===== src/rtl/fib_pkg.sv =====
// Shared types and constants for the Fibonacci sequence generator.
package fib_pkg;

    typedef enum logic [1:0] {
        IDLE = 2'd0,
        RUN  = 2'd1,
        OUT  = 2'd2
    } state_e;

    localparam logic MODE_SINGLE = 1'b0;
    localparam logic MODE_STREAM = 1'b1;

endpackage


===== src/rtl/fib_step.sv =====
// One Fibonacci advance: (a, b) -> (b, a+b) with sticky overflow propagation.
module fib_step #(
    parameter int unsigned WIDTH = 16
) (
    input  logic [WIDTH-1:0] a,
    input  logic [WIDTH-1:0] b,
    input  logic             a_ovf,
    input  logic             b_ovf,
    output logic [WIDTH-1:0] a_next_c,
    output logic [WIDTH-1:0] b_next_c,
    output logic             a_ovf_next_c,
    output logic             b_ovf_next_c
);

    logic [WIDTH:0] sum_c;

    // The sum may wrap once a flag is set; the flag, not the data, is authoritative.
    always_comb begin
        sum_c        = {1'b0, a} + {1'b0, b};
        a_next_c     = b;
        b_next_c     = sum_c[WIDTH-1:0];
        a_ovf_next_c = b_ovf;
        b_ovf_next_c = a_ovf | b_ovf | sum_c[WIDTH];
    end

endmodule


===== src/rtl/fib_seq_gen.sv =====
// Fibonacci generator: single-result or streamed F(0)..F(n) over valid/ready,
// with saturation and an overflow flag for terms wider than WIDTH.
module fib_seq_gen
    import fib_pkg::*;
#(
    parameter int unsigned WIDTH     = 16,
    parameter int unsigned IDX_WIDTH = 5
) (
    input  logic                 clk,
    input  logic                 reset,
    input  logic                 start,
    input  logic                 mode,
    input  logic [IDX_WIDTH-1:0] index,
    input  logic                 abort,
    output logic                 busy,
    output logic                 out_valid,
    input  logic                 out_ready,
    output logic [WIDTH-1:0]     out_data,
    output logic [IDX_WIDTH-1:0] out_index,
    output logic                 out_last,
    output logic                 overflow,
    output logic                 done
);

    state_e                state_q, state_d;
    logic [WIDTH-1:0]      a_q, a_d, b_q, b_d;
    logic                  a_ovf_q, a_ovf_d, b_ovf_q, b_ovf_d;
    logic [IDX_WIDTH-1:0]  k_q, k_d, n_q, n_d;
    logic                  mode_q, mode_d;

    logic                  busy_q, busy_d;
    logic                  out_valid_q, out_valid_d;
    logic [WIDTH-1:0]      out_data_q, out_data_d;
    logic [IDX_WIDTH-1:0]  out_index_q, out_index_d;
    logic                  out_last_q, out_last_d;
    logic                  overflow_q, overflow_d;
    logic                  done_q, done_d;

    logic                  is_last_c;
    logic                  advance_c;
    logic [WIDTH-1:0]      a_next_c, b_next_c;
    logic                  a_ovf_next_c, b_ovf_next_c;

    fib_step #(.WIDTH(WIDTH)) u_step (
        .a            (a_q),
        .b            (b_q),
        .a_ovf        (a_ovf_q),
        .b_ovf        (b_ovf_q),
        .a_next_c     (a_next_c),
        .b_next_c     (b_next_c),
        .a_ovf_next_c (a_ovf_next_c),
        .b_ovf_next_c (b_ovf_next_c)
    );

    // Next-state, datapath and registered-output computation.
    always_comb begin
        state_d   = state_q;
        a_d       = a_q;
        b_d       = b_q;
        a_ovf_d   = a_ovf_q;
        b_ovf_d   = b_ovf_q;
        k_d       = k_q;
        n_d       = n_q;
        mode_d    = mode_q;
        done_d    = 1'b0;
        advance_c = 1'b0;
        is_last_c = (mode_q == MODE_SINGLE) || (k_q == n_q);

        case (state_q)
            IDLE: begin
                if (start && !abort) begin
                    state_d = (mode == MODE_STREAM) ? OUT : RUN;
                    a_d     = '0;
                    b_d     = WIDTH'(1);
                    a_ovf_d = 1'b0;
                    b_ovf_d = 1'b0;
                    k_d     = '0;
                    n_d     = index;
                    mode_d  = mode;
                end
            end
            RUN: begin
                if (abort) begin
                    state_d = IDLE;
                end else if (k_q == n_q) begin
                    state_d = OUT;
                end else begin
                    advance_c = 1'b1;
                end
            end
            OUT: begin
                if (abort) begin
                    state_d = IDLE;
                end else if (out_ready) begin
                    if (is_last_c) begin
                        state_d = IDLE;
                        done_d  = 1'b1;
                    end else begin
                        advance_c = 1'b1;
                    end
                end
            end
            default: state_d = IDLE;
        endcase

        if (advance_c) begin
            a_d     = a_next_c;
            b_d     = b_next_c;
            a_ovf_d = a_ovf_next_c;
            b_ovf_d = b_ovf_next_c;
            k_d     = k_q + IDX_WIDTH'(1);
        end

        // Outputs mirror the state being entered so they are valid from a flop.
        busy_d      = (state_d != IDLE);
        out_valid_d = (state_d == OUT);
        out_data_d  = out_valid_d ? (a_ovf_d ? '1 : a_d) : '0;
        out_index_d = out_valid_d ? k_d : '0;
        out_last_d  = out_valid_d && ((mode_d == MODE_SINGLE) || (k_d == n_d));
        overflow_d  = out_valid_d && a_ovf_d;
    end

    always_ff @(posedge clk or negedge reset) begin
        if (!reset) begin
            state_q     <= IDLE;
            a_q         <= '0;
            b_q         <= '0;
            a_ovf_q     <= 1'b0;
            b_ovf_q     <= 1'b0;
            k_q         <= '0;
            n_q         <= '0;
            mode_q      <= MODE_SINGLE;
            busy_q      <= 1'b0;
            out_valid_q <= 1'b0;
            out_data_q  <= '0;
            out_index_q <= '0;
            out_last_q  <= 1'b0;
            overflow_q  <= 1'b0;
            done_q      <= 1'b0;
        end else begin
            state_q     <= state_d;
            a_q         <= a_d;
            b_q         <= b_d;
            a_ovf_q     <= a_ovf_d;
            b_ovf_q     <= b_ovf_d;
            k_q         <= k_d;
            n_q         <= n_d;
            mode_q      <= mode_d;
            busy_q      <= busy_d;
            out_valid_q <= out_valid_d;
            out_data_q  <= out_data_d;
            out_index_q <= out_index_d;
            out_last_q  <= out_last_d;
            overflow_q  <= overflow_d;
            done_q      <= done_d;
        end
    end

    assign busy      = busy_q;
    assign out_valid = out_valid_q;
    assign out_data  = out_data_q;
    assign out_index = out_index_q;
    assign out_last  = out_last_q;
    assign overflow  = overflow_q;
    assign done      = done_q;

endmodule


===== config.mk =====
export PLATFORM = sky130hd
export DESIGN_NAME = fib_seq_gen
export DESIGN_NICKNAME = d
export VERILOG_FILES = /design/src/rtl/fib_pkg.sv /design/src/rtl/fib_step.sv /design/src/rtl/fib_seq_gen.sv
export SDC_FILE = /design/constraint.sdc
export NUM_CORES = 1
export LEC_CHECK = 0
export CAP_MARGIN = 0
export CORE_MARGIN = 4
export CORE_UTILIZATION = 55
export CTS_CLUSTER_DIAMETER = 60
export DETAILED_ROUTE_END_ITERATION = 10
export PLACE_DENSITY = 0.77
export SETUP_SLACK_MARGIN = 0.3
export SYNTH_ARGS = -nofsm -noshare
export SYNTH_HDL_FRONTEND = slang
export SYNTH_HIERARCHICAL = 1
export SYNTH_SLANG_ARGS = --single-unit

===== constraint.sdc =====
create_clock -name clk -period 4.75 [get_ports clk]
set_input_delay 0.95 -clock clk [delete_from_list [all_inputs] [get_ports clk]]
set_output_delay 0.95 -clock clk [all_outputs]
set_load 0.02 [all_outputs]

; Word-level counts from Yosys, hierarchy flattened
; Index checks and enable logic that the tools add are counted.
[op_classes]
n_eq_ne = 5
bitwise_logic = 4
muxes = 40
reduce_logical = 11
n_addsub = 2
[op_table]
columns = cell, count
row1 = $mux 16, 8
row2 = $mux 5, 6
row3 = $add 16x16->17, 1
row4 = $mux 1, 17
row5 = $mux 2, 7
row6 = $eq 5x5->1, 2
row7 = $pmux 2 s3, 1
row8 = $reduce_bool 2->1, 3
row9 = $add 5x1->5 const B, 1
row10 = $eq 2x2->1 const B, 2
row11 = $logic_and 1x1->1, 3
row12 = $eq 2x1->1 const B, 1
row13 = $logic_not 2->1, 1
row14 = $logic_or 1x1->1, 2
row15 = $not 1->1, 2
row16 = $or 1x1->1, 2
row17 = $pmux 1 s2, 1
row18 = $reduce_and 2->1, 1
row19 = $logic_not 1->1, 1
[totals]
output_inout_bits = 26
ff_bits = 73

; Longest topological paths before layout
; Gate-level depths: netlist (run 1).
[depth]
ltp_word = 10
depth_mapped = 10
depth_no_buf = 9

; Cells and area by module
; Netlist (run 1), hierarchy kept.
[by_module_without_submodules]
columns = module, cells_per_inst, instances, area_per_inst_um2, seq_area_each_um2
row1 = fib_seq_gen, 293, 1, 3062.9, 1826.8
row2 = fib_step, 122, 1, 910.9, 0.0

; Worst setup path after synthesis (run 1)
; Ideal clock, no wire load.
[synth_timing]
path_kind = input port to flip-flop
startpoint = in abort
endpoint = reg out_last_q (netlist: out_last)
arrival_time_ps = 2269
n_path_buf = 0
path_stages = 7
path_slack_ps = 2415
setup_ps = 66
required_time_ps = 4684
path_cell_list = nand3b_1 > o21ai_0 > o211ai_1 > a22oi_1 > xnor2_1 > nor4_1 > a31o_1
[synth_via]
elab_chain_len = 8
word_cells_on_any_way = 21
classes_between = eq/ne: 2 / mux: 14 / bitwise: 1 / reduce/logical: 4
[synth_lines]
columns = item, line
row1 = "start, declared", fib_seq_gen.sv:14  ; input logic abort,
row2 = $logic_not 1->1, fib_seq_gen.sv:71  ; if (start && !abort) begin
row3 = $logic_and 1x1->1, fib_seq_gen.sv:71
row4 = $mux 5, fib_seq_gen.sv:71
row5 = $mux 5, fib_seq_gen.sv:69  ; case (state_q)
row6 = $mux 5, fib_seq_gen.sv:106  ; if (advance_c) begin
row7 = $eq 5x5->1, fib_seq_gen.sv:119  ; out_last_d = out_valid_d && ((mode_d == MODE_SINGLE) || (k_d == n_d));
row8 = $logic_or 1x1->1, fib_seq_gen.sv:119
row9 = $logic_and 1x1->1 (*), fib_seq_gen.sv:119
row10 = via out_last_d, fib_seq_gen.sv:35  ; logic out_last_q, out_last_d;
row11 = "end signal, assigned", fib_seq_gen.sv:153  ; out_last_q <= out_last_d;
row12 = "end, declared", fib_seq_gen.sv:35
; The timed path passes the listed nets; every way through them passes the cells marked *.
; A chain may end at the register's enable or synchronous reset.

; Final worst setup path (run 1)
[layout_timing]
startpoint = in out_ready
endpoint = reg out_data_q[4] (netlist: out_data[4])
[layout_via]
elab_chain_len = 6
word_cells_on_any_way = 11
classes_between = eq/ne: 1 / mux: 10
[layout_lines]
columns = item, line
row1 = "start, declared", fib_seq_gen.sv:17  ; input logic out_ready,
row2 = $mux 1, fib_seq_gen.sv:94  ; end else if (out_ready) begin
row3 = $mux 1, fib_seq_gen.sv:92  ; if (abort) begin
row4 = $pmux 1 s2, fib_seq_gen.sv:69
row5 = $mux 16 / $mux 1 (equally long branches), fib_seq_gen.sv:106
row6 = $mux 16, fib_seq_gen.sv:117  ; out_data_d = out_valid_d ? (a_ovf_d ? '1 : a_d) : '0;
row7 = $mux 16 (*), fib_seq_gen.sv:117
row8 = via out_data_d[4], fib_seq_gen.sv:33  ; logic [WIDTH-1:0] out_data_q, out_data_d;
row9 = "end signal, assigned", fib_seq_gen.sv:151  ; out_data_q <= out_data_d;
row10 = "end, declared", fib_seq_gen.sv:33
; Marked as above.

==> flow_summary.yaml, run 1 <==
job:
  cap_violations: 0
route:
  drc: 0
  firstDrtPassIters: 4
  dr_total_vias: 2954
  drt-initial-drc-count: 143
  drt-total-wl_um: 7720
  vias_per_cell: 5.58
  wl_per_cell_um: 14.6
  postRouteAntennaNets: 0
global_routing:
  first_global_vias: 2708
  grtUsageTotal: 0.188
  grt.overflow.total: 0
  antenna_found_initial: 0
  grt_max_degree: 51
  grt_pass1_wl_um: 12900
placed_design:
  gp_congestion: 0.865
  dp_hpwl_um: 5300
  io_buffers: 36
timing:
  rsz0062_at_grt: "false"
  tightest_slew_ns: 0.909
  period_share: 0.691
  finalHoldViolations: 0
  maxSlewViolCount: 0
  fin_skew_ns: 0.0104
  relSlewSlack: 0.394
  post-route-min-period_ns: 3.28
  tns_ns: 0
  setup_viol: 0
  max_freq_mhz: 305
critical_path:
  cp-end-kind: "register"
  required_ns: 4.93
  path_max_fanout: 18
  worstSetupStartpointType: "primary input"
  path_class: "primary input to register"
  rrSetupSlack_ns: 1.85
  worstPathArrival_ns: 3.47
logic_synthesis:
  synth_area_leader_cell: "dfrtp_1"
  synthTopCellsByArea: "dfrtp_1 46%, ha_1 6.6%, a21oi_1 5.5%"
  synth_edf_count: 0
  synth_cell_types: 51
  ys_async_sr_fraction: 1.00
  ys_warn_count: 6
  syn-cell-area_um2: 3970
  synth_seq_area_share: 0.460
  synth_top_area_share: 0.460
  synthCells: 415
  synth_nets: 448
  synth_ff_type: "dfrtp_1"
  syn_area_per_cell_um2: 9.58
  synth_seq_cells: 73
die:
  rows: 30
  start_util: 0.575
  die_w_um: 93
  die_y_um: 93
  fp.coreArea_um2: 6910
  dieArea_um2: 8650
  boundaryPins: 37
finish:
  nets: 461
  final_common_cell: "dfrtp_1"
  final_cell_mix: "73 x dfrtp_1, 47 x nand2_1, 44 x a21oi_1, 35 x clkdlybuf4s50_1, 33 x inv_1"
  drive_gt1_frac: 0.0855
  area_growth_pct: 12.5
  final_util: 0.647
  antenna_cells: 0
min_path:
  holdCritPathClass: "register to register"
clocking:
  cts_buffers: 9
  cts.path.max_buffers: 2
  insertion_delay_ns: 0.35
  post-cts-setup-buffers: 0
  cts_tree: "yes"
  cts.sinks: 73
  htree_levels: 3
  cts_resized: 0
  root_buffer: "clkbuf_8"
  cts_hold_buf: 0
  clkSlewWorstSetupHoldPaths_ns: 0.07
pwr:
  vdd_drop_max_mv: 0.260
  p_per_area_nw_per_um2: 352
  leakagePower_nw: 2.28
  total_power_mw: 1.57
run_status:
  status: "complete, no violations"
through the flow:
stage	instance area (um^2)	hold slack [ns]	cells	worst slack, ns
after global routing	4470	0.530	529	1.28
after global placement	4240	0.502	513	1.25
after detailed placement	4240	0.509	513	1.07
final	4470	0.524	529	1.47
after floorplan	3970	0.461	415	2.42
after CTS	4470	0.519	529	1.43
kinds of logic (layout without fill, tap and decap cells):
kind of cell	after synthesis	count (layout)	share of synthesized area
flip-flops	73	73	0.460
adder cells (fa/ha/maj)	22	22	0.0712
AO/OA/AOI/OAI	111	111	0.171
AND/OR/NAND/NOR	108	108	0.133
XOR/XNOR	23	23	0.0526
multiplexers	8	8	0.0220
buffers and inverters	70	88	0.0910
report_power, final:
group          leakage (nW)  internal [mW]  switching [mW]
clock network         0.116          0.312           0.235
registers             0.999          0.667          0.0389
logic                  1.16          0.133           0.185
layer usage:
layer,GRT usage,vias to the layer above,routed length [um]
li1,-,1440,-
met1,0.262,1424,3610
met2,0.288,81,3620
met3,0.0386,9,376
met4,0.0769,0,114
met5,0,-,0
cells in the mapped netlist (2+ instances only):
cell type  instances
o21ai_0           28
o22ai_1            2
a31o_1             2
clkbuf_1          12
o211ai_1           5
mux2_2             6
nor2_1            12
nand4_1            4
or2_2              2
mux2i_1            2
and2_1             3
a21o_1             7
nand2_1           47
a31oi_1            6
a22oi_1            2
ha_1              21
nor3_1             6
a211oi_1           3
xor2_1             8
and3_1            17
buf_4             17
nand3_1            8
inv_1             33
a21oi_1           44
dfrtp_1           73
xnor2_1           14
buf_6              4
buf_2              4
flip-flops by register name (all words and copies together) (netlist names), 2 cells and up:
register and count:
out_index 5, k_q 5, b_q 16, a_q 16, out_data 16, n_q 5
state_q 2
critical path, stage by stage:
cell             delay, ns
clkdlybuf4s50_1       0.53
a31oi_1               0.12
nor3_1                0.24
nand2_1               0.42
and3_1                0.36
a21oi_2               0.66
a21oi_1               0.18
layout make-up:
cell class	instances	area, um^2
timing repair buffer	39	378
tap	96	120
multi-input combinational	272	1790
inverter	33	124
clock buffer	10	138
clock inverter	6	91.3
fill	553	2440
sequential	73	1830
worst paths after layout:
path | to | cells past startpoint | startpoint
max | out_data[4] | 7 | out_ready
min | done | 1 | mode_q
max reg2reg | out_data[4] | 8 | state_q[1]
min reg2reg | done | 1 | mode_q
max in group asynchronous | a_q[9] | 2 | reset
min in group asynchronous | out_data[3] | 1 | reset
Note: power is estimated with default switching activity, not from simulation.
==> run 2: changes to the inputs <==
- CORE_UTILIZATION: 55 -> 52
- PLACE_DENSITY: 0.77 -> 0.76
- clock period: 4.75 -> 3 ns (I/O delays scaled with it)
==> run 2 against run 1 <==
Net effect:
- flip-flop and latch count unchanged
- critical path depth stayed put
- clock skew is 0.0010 ns lower
- sequential share of layout area about the same
- design area barely moved
- total power up 48%
- sequential power up 59%
- final cell count rose by 1.3%
- hold slack worse by 0.26 ns
- non-clock buffer count rose by 4
- clock power rose by 25%
- highest routed layer unchanged
==> flow_summary.yaml, run 2 (synthesized netlist as in run 1, its figures left out) <==
run_status:
  status: "complete, no violations"
critical_path:
  worstSetupStartpointType: "primary input"
  path_class: "primary input to register"
  worstPathArrival_ns: 2.74
  required_ns: 3.27
  cp-end-kind: "register"
  path_max_fanout: 51
  regToRegStartpoint: "state_q[1]"
  crit_start: "out_ready"
timing:
  tns_ns: 0
  finalWorstSetupSlack_ns: 0.523
  finalHoldViolations: 0
  relSlewSlack: 0.611
  rsz0062_at_grt: "false"
  setup_viol: 0
  fin_skew_ns: 0.00939
  max_freq_mhz: 404
  maxSlewViolCount: 0
  tightest_slew_ns: 0.583
  holdWs_ns: 0.259
  period_share: 0.826
  post-route-min-period_ns: 2.48
finish:
  final_util: 0.610
  multi_input_area_um2: 1810
  regArea_um2: 1830
  antenna_cells: 0
  drive_gt1_frac: 0.0938
  nets: 465
  final_cell_area_um2: 4470
  area_growth_pct: 12.5
  final_common_cell: "dfrtp_1"
  instances_no_fill: 536
  final_cell_mix: "73 x dfrtp_1, 47 x nand2_1, 44 x a21oi_1, 35 x clkdlybuf4s50_1, 33 x inv_1"
  fillers: 594
placed_design:
  gp_congestion: 0.867
  place_area_um2: 4290
  dpl.cell_count: 520
  io_buffers: 36
  dp_hpwl_um: 5190
  place_ws_ns: 0.0524
route:
  dr_total_vias: 2946
  vias_per_cell: 5.50
  postRouteAntennaNets: 0
  firstDrtPassIters: 4
  drt-initial-drc-count: 119
  drc: 0
  wl_per_cell_um: 14.5
  drt-total-wl_um: 7770
clocking:
  cts_tree: "yes"
  insertion_delay_ns: 0.35
  clkSlewWorstSetupHoldPaths_ns: 0.08
  cts.path.max_buffers: 2
  cts.sinks: 73
  root_buffer: "clkbuf_8"
  htree_levels: 3
  cts_buffers: 9
  cts_hold_buf: 0
die:
  die_y_um: 95.4
  die_w_um: 95.4
  start_util: 0.542
  rows: 31
  dieArea_um2: 9100
  boundaryPins: 37
  fp.coreArea_um2: 7330
global_routing:
  first_global_vias: 2850
  antenna_found_initial: 0
  grt_max_degree: 74
  grt.overflow.total: 0
  grt_pass1_wl_um: 13200
  grtUsageTotal: 0.186
  top_usage_layer: "met2"
  grtUsageMet3: 0.0387
  grt_util_met2: 0.285
  gr-usage-met1: 0.259
pwr:
  vdd_drop_max_mv: 0.288
  leakagePower_nw: 2.27
  total_power_mw: 2.32
  p_per_area_nw_per_um2: 519
min_path:
  holdCritPathClass: "primary input to asynchronous set/reset pin"
job:
  cap_violations: 0
run 2: changes by cell type in the layout (fill, tap and decap cells not counted), sizes merged:
cell,previous run,this run
bufinv,2,0
buf,4,8
clkinvlp,0,1
inv,33,34
run 2: metal layers:
metal / part of all wire / up-vias
met4: 0.015 / 0
met1: 0.48 / 1430
met3: 0.039 / 11
met5: 0 / -
met2: 0.47 / 57
li1: - / 1448
run 2: area by class of cell:
class / instances / share of cell area
flip-flops and latches: 73 / 0.409
multi-input cells: 272 / 0.404
repair buffers: 43 / 0.0940
clock buffers: 10 / 0.0285
inverters: 33 / 0.0277
well taps: 99 / 0.0277
clock inverters: 6 / 0.00979
run 2: final timing paths:
path | to | slack, ns | cells after the start
min in group clk | done | 0.52 | 1
hold reg to reg | done | 0.52 | 1
setup reg to reg | out_data[3] | 0.54 | 8
setup / recovery | out_data[3] | 0.52 | 7
hold / removal | out_data[7] | 0.26 | 2
max in group asynchronous | out_data[15] | 2.42 | 2
run 2: timing repair:
action	in CTS	in global routing
setup buffers	0	0
endpoints found under the setup margin	0	19
gates resized for setup	0	2
run 2: where the power goes:
part	internal, mW	leakage (nW)	total (mW)	switching (mW)
registers	1.06	0.999	1.12	0.0604
logic	0.221	1.19	0.521	0.300
clock network	0.303	0.0866	0.684	0.381
run 2: critical path, cell delays in order:
cell and delay [ns]:
clkdlybuf4s50_1 0.51, a31oi_1 0.11, nor3_1 0.22, a21boi_4 0.33, buf_4 0.46, a21oi_4 0.26, a21oi_1 0.21
==> run 3: changes to the inputs <==
- clock period: 3 -> 2.2 ns (I/O delays scaled with it)
==> run 3 against run 2 <==
Net effect:
- largest cell class is now multi-input gates
- sequential power grew 39%
- via count grew 30%
- critical path depth up 4
- the run now ends with negative setup slack left
- global-route usage is 8.1 points higher
- clock skew up 0.0045 ns
- die area is the same
- setup slack got worse by 0.76 ns
- highest routed layer unchanged
- clock power increased by 78%
- hold slack got worse by 0.25 ns
- combinational power grew to 2.8 times the previous value
- flip-flop and latch count unchanged
- core utilization up 19 points
==> flow_summary.yaml, run 3 (synthesized netlist as in run 1, its figures left out) <==
timing:
  setup_viol: 18
  fin_skew_ns: 0.0139
  period_share: 1.11
  tightest_slew_ns: 0.437
  tns_ns: -0.740
  finalWorstSetupSlack_ns: -0.240
  rsz0062_at_grt: "true"
  maxSlewViolCount: 0
  max_freq_mhz: 410
  finalHoldViolations: 0
  relSlewSlack: 0.709
  post-route-min-period_ns: 2.44
  holdWs_ns: 0.00625
die:
  rows: 31
  fp.coreArea_um2: 7330
  dieArea_um2: 9100
  die_y_um: 95.4
  start_util: 0.542
  boundaryPins: 37
  die_w_um: 95.4
finish:
  instances_no_fill: 611
  final_cell_mix: "70 x dfrtp_1, 59 x buf_4, 43 x nand2_1, 33 x clkdlybuf4s50_1, 27 x inv_1"
  final_util: 0.801
  drive_gt1_frac: 0.387
  final_common_cell: "dfrtp_1"
  fillers: 398
  area_growth_pct: 47.8
  nets: 540
  antenna_cells: 0
  final_cell_area_um2: 5870
placed_design:
  gp_congestion: 0.904
  dpl.cell_count: 544
  dp_hpwl_um: 5830
  place_area_um2: 4550
  place_ws_ns: -0.207
  io_buffers: 36
route:
  vias_per_cell: 6.26
  postRouteAntennaNets: 0
  drt-initial-drc-count: 309
  m1WireLength_um: 5160
  top_layer: "met4"
  drt-total-wl_um: 14000
  firstDrtPassIters: 5
  dr_total_vias: 3825
  dr_wl_met3_um: 1220
  wl_met2_um: 6690
  drc: 0
  wl_per_cell_um: 22.9
pwr:
  vdd_drop_max_mv: 0.521
  total_power_mw: 4.24
  leakagePower_nw: 2.85
  p_per_area_nw_per_um2: 722
critical_path:
  crit_start: "state_q[0]"
  worstPathArrival_ns: 2.67
  endpoint: "b_q[2]"
  path_class: "register to register"
  required_ns: 2.43
  reg2regPathDepth: 11
  path_max_fanout: 11
  worstSetupStartpointType: "register"
  cp-end-kind: "register"
  r2r-end: "b_q[2]"
  rrSetupSlack_ns: -0.24
  regToRegStartpoint: "state_q[0]"
clocking:
  htree_levels: 3
  clkSlewWorstSetupHoldPaths_ns: 0.08
  insertion_delay_ns: 0.37
  root_buffer: "clkbuf_8"
  cts.path.max_buffers: 2
  cts_tree: "yes"
  cts.sinks: 73
  cts_buffers: 9
global_routing:
  grtUsageTotal: 0.266
  antenna_found_initial: 0
  first_global_vias: 3616
  grt.overflow.total: 0
  grt_max_degree: 36
  grt_pass1_wl_um: 18200
min_path:
  holdCritPathClass: "primary input to asynchronous set/reset pin"
run_status:
  violations: "negative setup slack"
  status: "finished with violations"
job:
  cap_violations: 0
run 3: changes by cell type in the layout (fill, tap and decap cells not counted), moves of 12 or more:
cell     before  now
a21oi_1      44   18
ha_1         21    9
buf_6         0   12
a21oi_4       1   15
a21oi_2       0   12
buf_4         6   59
o21ai_0      28   13
run 3: what timing repair did:
action,CTS,global route
setup buffers,31,12
gates cloned,7,1
resized for setup,90,46
setup endpoints to repair,58,64
hold buffers,0,0
pin swaps,42,15
run 3: cell type report:
cell class              instances  area, um^2  share of cell area
multi-input cells             272        2360               0.402
flip-flops and latches         73        1830               0.312
repair buffers                118        1210               0.206
inverters                      33         126              0.0215
clock buffers                   9         124              0.0211
well taps                      99         124              0.0211
clock inverters                 7        98.8              0.0168
run 3: worst min-delay path by stage:
stage	from	slack [ns]	end	cells after the start
floorplan	reset	0.14	a_ovf_q	0
global placement	reset	0.41	out_data[7]	1
detailed placement	reset	0.42	out_data[6]	1
CTS	reset	0.03	b_q[12]	1
global route	reset	0.03	b_q[7]	1
finish	reset	0.006	b_q[6]	1
run 3: power by group:
| part | switching (mW) | internal, mW |
|---|---|---|
| sequential | 0.120 | 1.44 |
| combinational | 0.731 | 0.729 |
| clock | 0.571 | 0.648 |
run 3: critical path: stages (launching register included):
cell and delay, ns:
dfrtp_1 0.42, inv_2 0.10, ha_4 0.29, inv_4 0.04, nor3_4 0.20, a21boi_4 0.32
buf_4 0.17, buf_8 0.11, buf_6 0.13, buf_16 0.14, nand2_1 0.15, o21ai_0 0.22
run 3: per-layer routing:
| metal | up-vias | track usage |
|---|---|---|
| met3 | 89 | 0.0663 |
| met2 | 259 | 0.430 |
| met5 | - | 0 |
| met4 | 0 | 0.143 |
| met1 | 1871 | 0.329 |
| li1 | 1606 | - |
==> RTL edit 1: new RTL, flow settings as in run 1 <==
`WIDTH` is set to 16 in 2 places; all go to 24.
--- a/src/rtl/fib_step.sv
+++ b/src/rtl/fib_step.sv
@@ -1,6 +1,6 @@
 // One Fibonacci advance: (a, b) -> (b, a+b) with sticky overflow propagation.
 module fib_step #(
-    parameter int unsigned WIDTH = 16
+    parameter int unsigned WIDTH = 24
 ) (
     input  logic [WIDTH-1:0] a,
     input  logic [WIDTH-1:0] b,
--- a/src/rtl/fib_seq_gen.sv
+++ b/src/rtl/fib_seq_gen.sv
@@ -3,7 +3,7 @@
 module fib_seq_gen
     import fib_pkg::*;
 #(
-    parameter int unsigned WIDTH     = 16,
+    parameter int unsigned WIDTH     = 24,
     parameter int unsigned IDX_WIDTH = 5
 ) (
     input  logic                 clk,
Ports: changed (resized out_data); port bits go from 37 to 45. The function was not compared with the original's and may differ.
==> RTL edit 1 against run 1 <==
Sequential cell count is 24 higher. Die area increased by 40%. Synthesized area is 44% higher. Utilization decreased by 3.8 points. Via count grew 51%. Wire length increased by 62%. Total power up 23%. Critical endpoint is now out_data[19]. Fmax shrank 7.4%. Non-clock buffer count grew 11. Largest power group unchanged. Setup slack got worse by 0.26 ns. Clock skew up 0.0044 ns. Sequential share of layout area down 1.9 points. Cell area rose by 39%.
==> RTL edit 1: results <==
[run_status]
status = finished, final reports clean

[logic_synthesis]
synth_adder_area_share_pct = 6.67
synth_top_cells_by_count = sky130_fd_sc_hd__dfrtp_1, sky130_fd_sc_hd__a21oi_1, sky130_fd_sc_hd__nand2_1
synth.mux.area_fraction_pct = 1.77
synth.net_count = 668
synth-xor-area-share_pct = 4.21

[routing]
drt_iter0_drc = 423
drt-pass1-iter-count = 5
drt-met1-wl_um = 5680
num_vias = 4461

[global_routing]
groute.layer.met2.usage_pct = 35.7
first_global_vias = 4397
track_usage_pct = 22.0
grt_util_met3_pct = 3.20
met1_usage_pct = 30.8
first_pass_grt_wire_length_um = 21000
pin_count_of_the_biggest_net_entering_global_routing = 67

[timing]
worst_slew_pin_slew_ns = 0.818
holdWs_ns = 0.533
worst_clock_skew_ns = 0.0148

[worst_hold_path]
whs_path_depth = 2
hold_path_end = a_q[8]

[setup_path]
cp_data_arrival_time_ns = 3.78
path_max_fanout = 16
timing.critical_path.to = out_data[19]
rrSetupSlack_ns = 1.66

[final_layout]
regArea_mm2 = 0.00243
share_of_post_route_cells_with_drive_strength_above_1_pct = 7.40
nFlopsAndLatches = 97
bufs_w_o_clock = 50
inverters_excl_clock = 47
n_multi_input_combinational_cell = 425
multi_input_area_share_pct = 44.7

[placed_design]
place_ws_ns = 0.810
dp_wirelength_um = 8880

[power_and_ir_drop]
vdd_ir_drop_max_mv = 0.193
internal_power_mw = 1.29
power.leakage_nw = 3.28
==> RTL edit 1: metrics by stage <==
step                      power, mW  instances  instance area [µm²]
after floorplan                1.28        627                 5740
after global placement         1.40        755                 6040
after detailed placement       1.41        755                 6040
after CTS                      1.94        771                 6240
after global routing           2.04        771                 6240
final                          1.93        771                 6240
==> RTL edit 1: worst max-delay path: stages <==
cell and delay (ns):
sky130_fd_sc_hd__clkdlybuf4s50_1 0.54, sky130_fd_sc_hd__and3b_1 0.57, sky130_fd_sc_hd__a21oi_1 0.21, sky130_fd_sc_hd__a2111oi_0 0.43
sky130_fd_sc_hd__nor3_1 0.14, sky130_fd_sc_hd__nand2_1 0.50, sky130_fd_sc_hd__buf_4 0.35, sky130_fd_sc_hd__a21oi_1 0.08
==> RTL edit 1: power by group through the flow <==
stage	sequential, mW	combinational (mW)	clock (mW)
after floorplan	0.935	0.343	0
after global placement	0.941	0.458	0
after detailed placement	0.941	0.467	0
after CTS	0.924	0.470	0.547
after global routing	0.933	0.528	0.580
final	0.924	0.469	0.536
==> RTL edit 2: new RTL, config.mk and constraints of run 1 <==
Made on the original files. Encoding of `state_e`: now one-hot (3 bits for 3 states).
--- a/src/rtl/fib_pkg.sv
+++ b/src/rtl/fib_pkg.sv
@@ -1,10 +1,10 @@
 // Shared types and constants for the Fibonacci sequence generator.
 package fib_pkg;
 
-    typedef enum logic [1:0] {
-        IDLE = 2'd0,
-        RUN  = 2'd1,
-        OUT  = 2'd2
+    typedef enum logic [2:0] {
+        IDLE = 3'b001,
+        RUN  = 3'b010,
+        OUT  = 3'b100
     } state_e;
 
     localparam logic MODE_SINGLE = 1'b0;
Behaviour: same outputs for any inputs over 10 cycles, from zero or initial values and one cycle with reset low; not proved beyond that.
==> RTL edit 2 against run 1 <==
Setup slack better by 0.021 ns. Sequential cell count is 1 higher. Synthesized area hardly changed. Wire length is 5.8% higher. Die area hardly changed. Cell area is 0.62% higher. Register-to-register slack better by 0.20 ns. Highest routed layer unchanged.
Power is not compared: it rests on default switching activity, and its combinational part moved more than twofold at a synthesized area within 25%.
==> RTL edit 2: results <==
[run_status]
status = finished, final reports clean

[logic_synthesis]
seq_area_frac_synth_pct = 46.7
post_synth_inst_count = 422
synth-main-ff-cell = sky130_fd_sc_hd__dfrtp_1
synth_top_cells_by_count = sky130_fd_sc_hd__nand2_1, sky130_fd_sc_hd__dfrtp_1, sky130_fd_sc_hd__nand3_1
synth_adder_area_share_pct = 5.86
synth-xor-area-share_pct = 4.82
synth_warnings = 6
synth.net_count = 451
synth_area_leaders = sky130_fd_sc_hd__dfrtp_1, sky130_fd_sc_hd__nand2_1, sky130_fd_sc_hd__ha_1, sky130_fd_sc_hd__nand3_1, sky130_fd_sc_hd__buf_4
postSynth.asyncResetShare_pct = 100
netlist-cell-type-count = 60
synth.mux.area_fraction_pct = 0.788
synth_compound_area_share_pct = 14.7

[clocking]
postCtsSetupBuffers = 0
insertion_delay_of_the_later_clocked_pin_in_the_worst_skew_pair_ns = 0.34
cts_resized = 0
cts_root_buffer = sky130_fd_sc_hd__clkbuf_8
htree_levels = 3
cts_buffers = 9
cts_max_path_buffers = 2
path_clk_slew_ns = 0.08

[setup_path]
cp_data_arrival_time_ns = 3.52
path_max_fanout = 23
critical_path.slowest_cell = sky130_fd_sc_hd__or2_1
timing.critical_path.slowest_cell_delay_ns = 0.56
r2r_cells = 8

[routing]
drt_iter0_drc = 168
drt-pass1-iter-count = 5
final_routed_wirelength_across_all_metal_layers_um = 8170
avgViaCountPerCell = 5.63

[final_layout]
layout.cells.non_filler = 536
share_of_post_route_cells_with_drive_strength_above_1_pct = 9.09
fin_nets = 464
n_antenna_cell = 0

[global_routing]
global_route.overflow_total = 0
track_usage_pct = 19.9
pin_count_of_the_biggest_net_entering_global_routing = 75
initial_antenna_violation_count = 0
first_pass_grt_wire_length_um = 13800
first_global_vias = 2988

[placed_design]
dp_wirelength_um = 5480
placed_cells_incl_taps = 520
finalWeightedCongestion = 0.859
io_buffers = 36

[timing]
worst_slew_pin_slew_ns = 1.02
number_of_failing_setup_endpoints_in_the_final_timing_report = 0
worst_clock_skew_ns = 0.00900

[power_and_ir_drop]
vdd_ir_drop_max_mv = 0.257
power.leakage_nw = 2.27

[worst_hold_path]
whs_path_depth = 2
hold_path_class = reg2reg
RTL edit 2: power breakdown:
| part | switching, mW | internal, mW |
|---|---|---|
| Clock | 0.227 | 0.338 |
| Combinational | 0.0783 | 0.0457 |
| Sequential | 0.0152 | 0.647 |
| Total | 0.321 | 1.03 |
RTL edit 2: layer usage:
layer | track usage, % | vias up | wire length (µm)
li1 | - | 1468 | -
met1 | 24.5 | 1458 | 3620
met2 | 33.5 | 77 | 4030
met3 | 4.18 | 17 | 367
met4 | 9.28 | 0 | 161
met5 | 0 | - | 0
RTL edit 2: cell type report:
type / instances / area, µm²
clock buffer: 12 / 165
fill: 566 / 2410
multi-input combinational: 298 / 1850
sequential: 74 / 1850
inverter: 11 / 42.5
tap: 96 / 120
clock inverter: 4 / 72.6
timing repair buffer: 41 / 395
RTL edit 2: critical path, delay by kind of cell:
kind	cells	cell delay, ns
and+or+nand+nor	3	1.04
AOI/OAI and AO/OA	4	1.05
buffers and inverters	1	0.46
RTL edit 2: worst paths after layout:
kind	slack (ns)	end	start
hold / removal	0.53	a_q[11]	b_q[11]
setup reg to reg	2.05	out_last	k_q[2]
max in group asynchronous	3.42	n_q[1]	reset
min in group asynchronous	0.71	done	reset
setup / recovery	1.49	out_last	abort
hold reg to reg	0.53	a_q[11]	b_q[11]
RTL edit 2: stage by stage:
step / hold WS (ns) / power [mW] / worst slack [ns] / utilization, % / instance area, µm²
4_1_cts: 0.530 / 1.36 / 1.55 / 65.1 / 4500
3_5_place_dp: 0.514 / 0.799 / 1.19 / 61.7 / 4260
5_1_grt: 0.551 / 1.41 / 1.29 / 65.1 / 4500
6_report: 0.526 / 1.35 / 1.49 / 65.1 / 4500
3_3_place_gp: 0.505 / 0.795 / 1.30 / 61.7 / 4260
2_1_floorplan: 0.494 / 0.750 / 2.15 / - / 3970
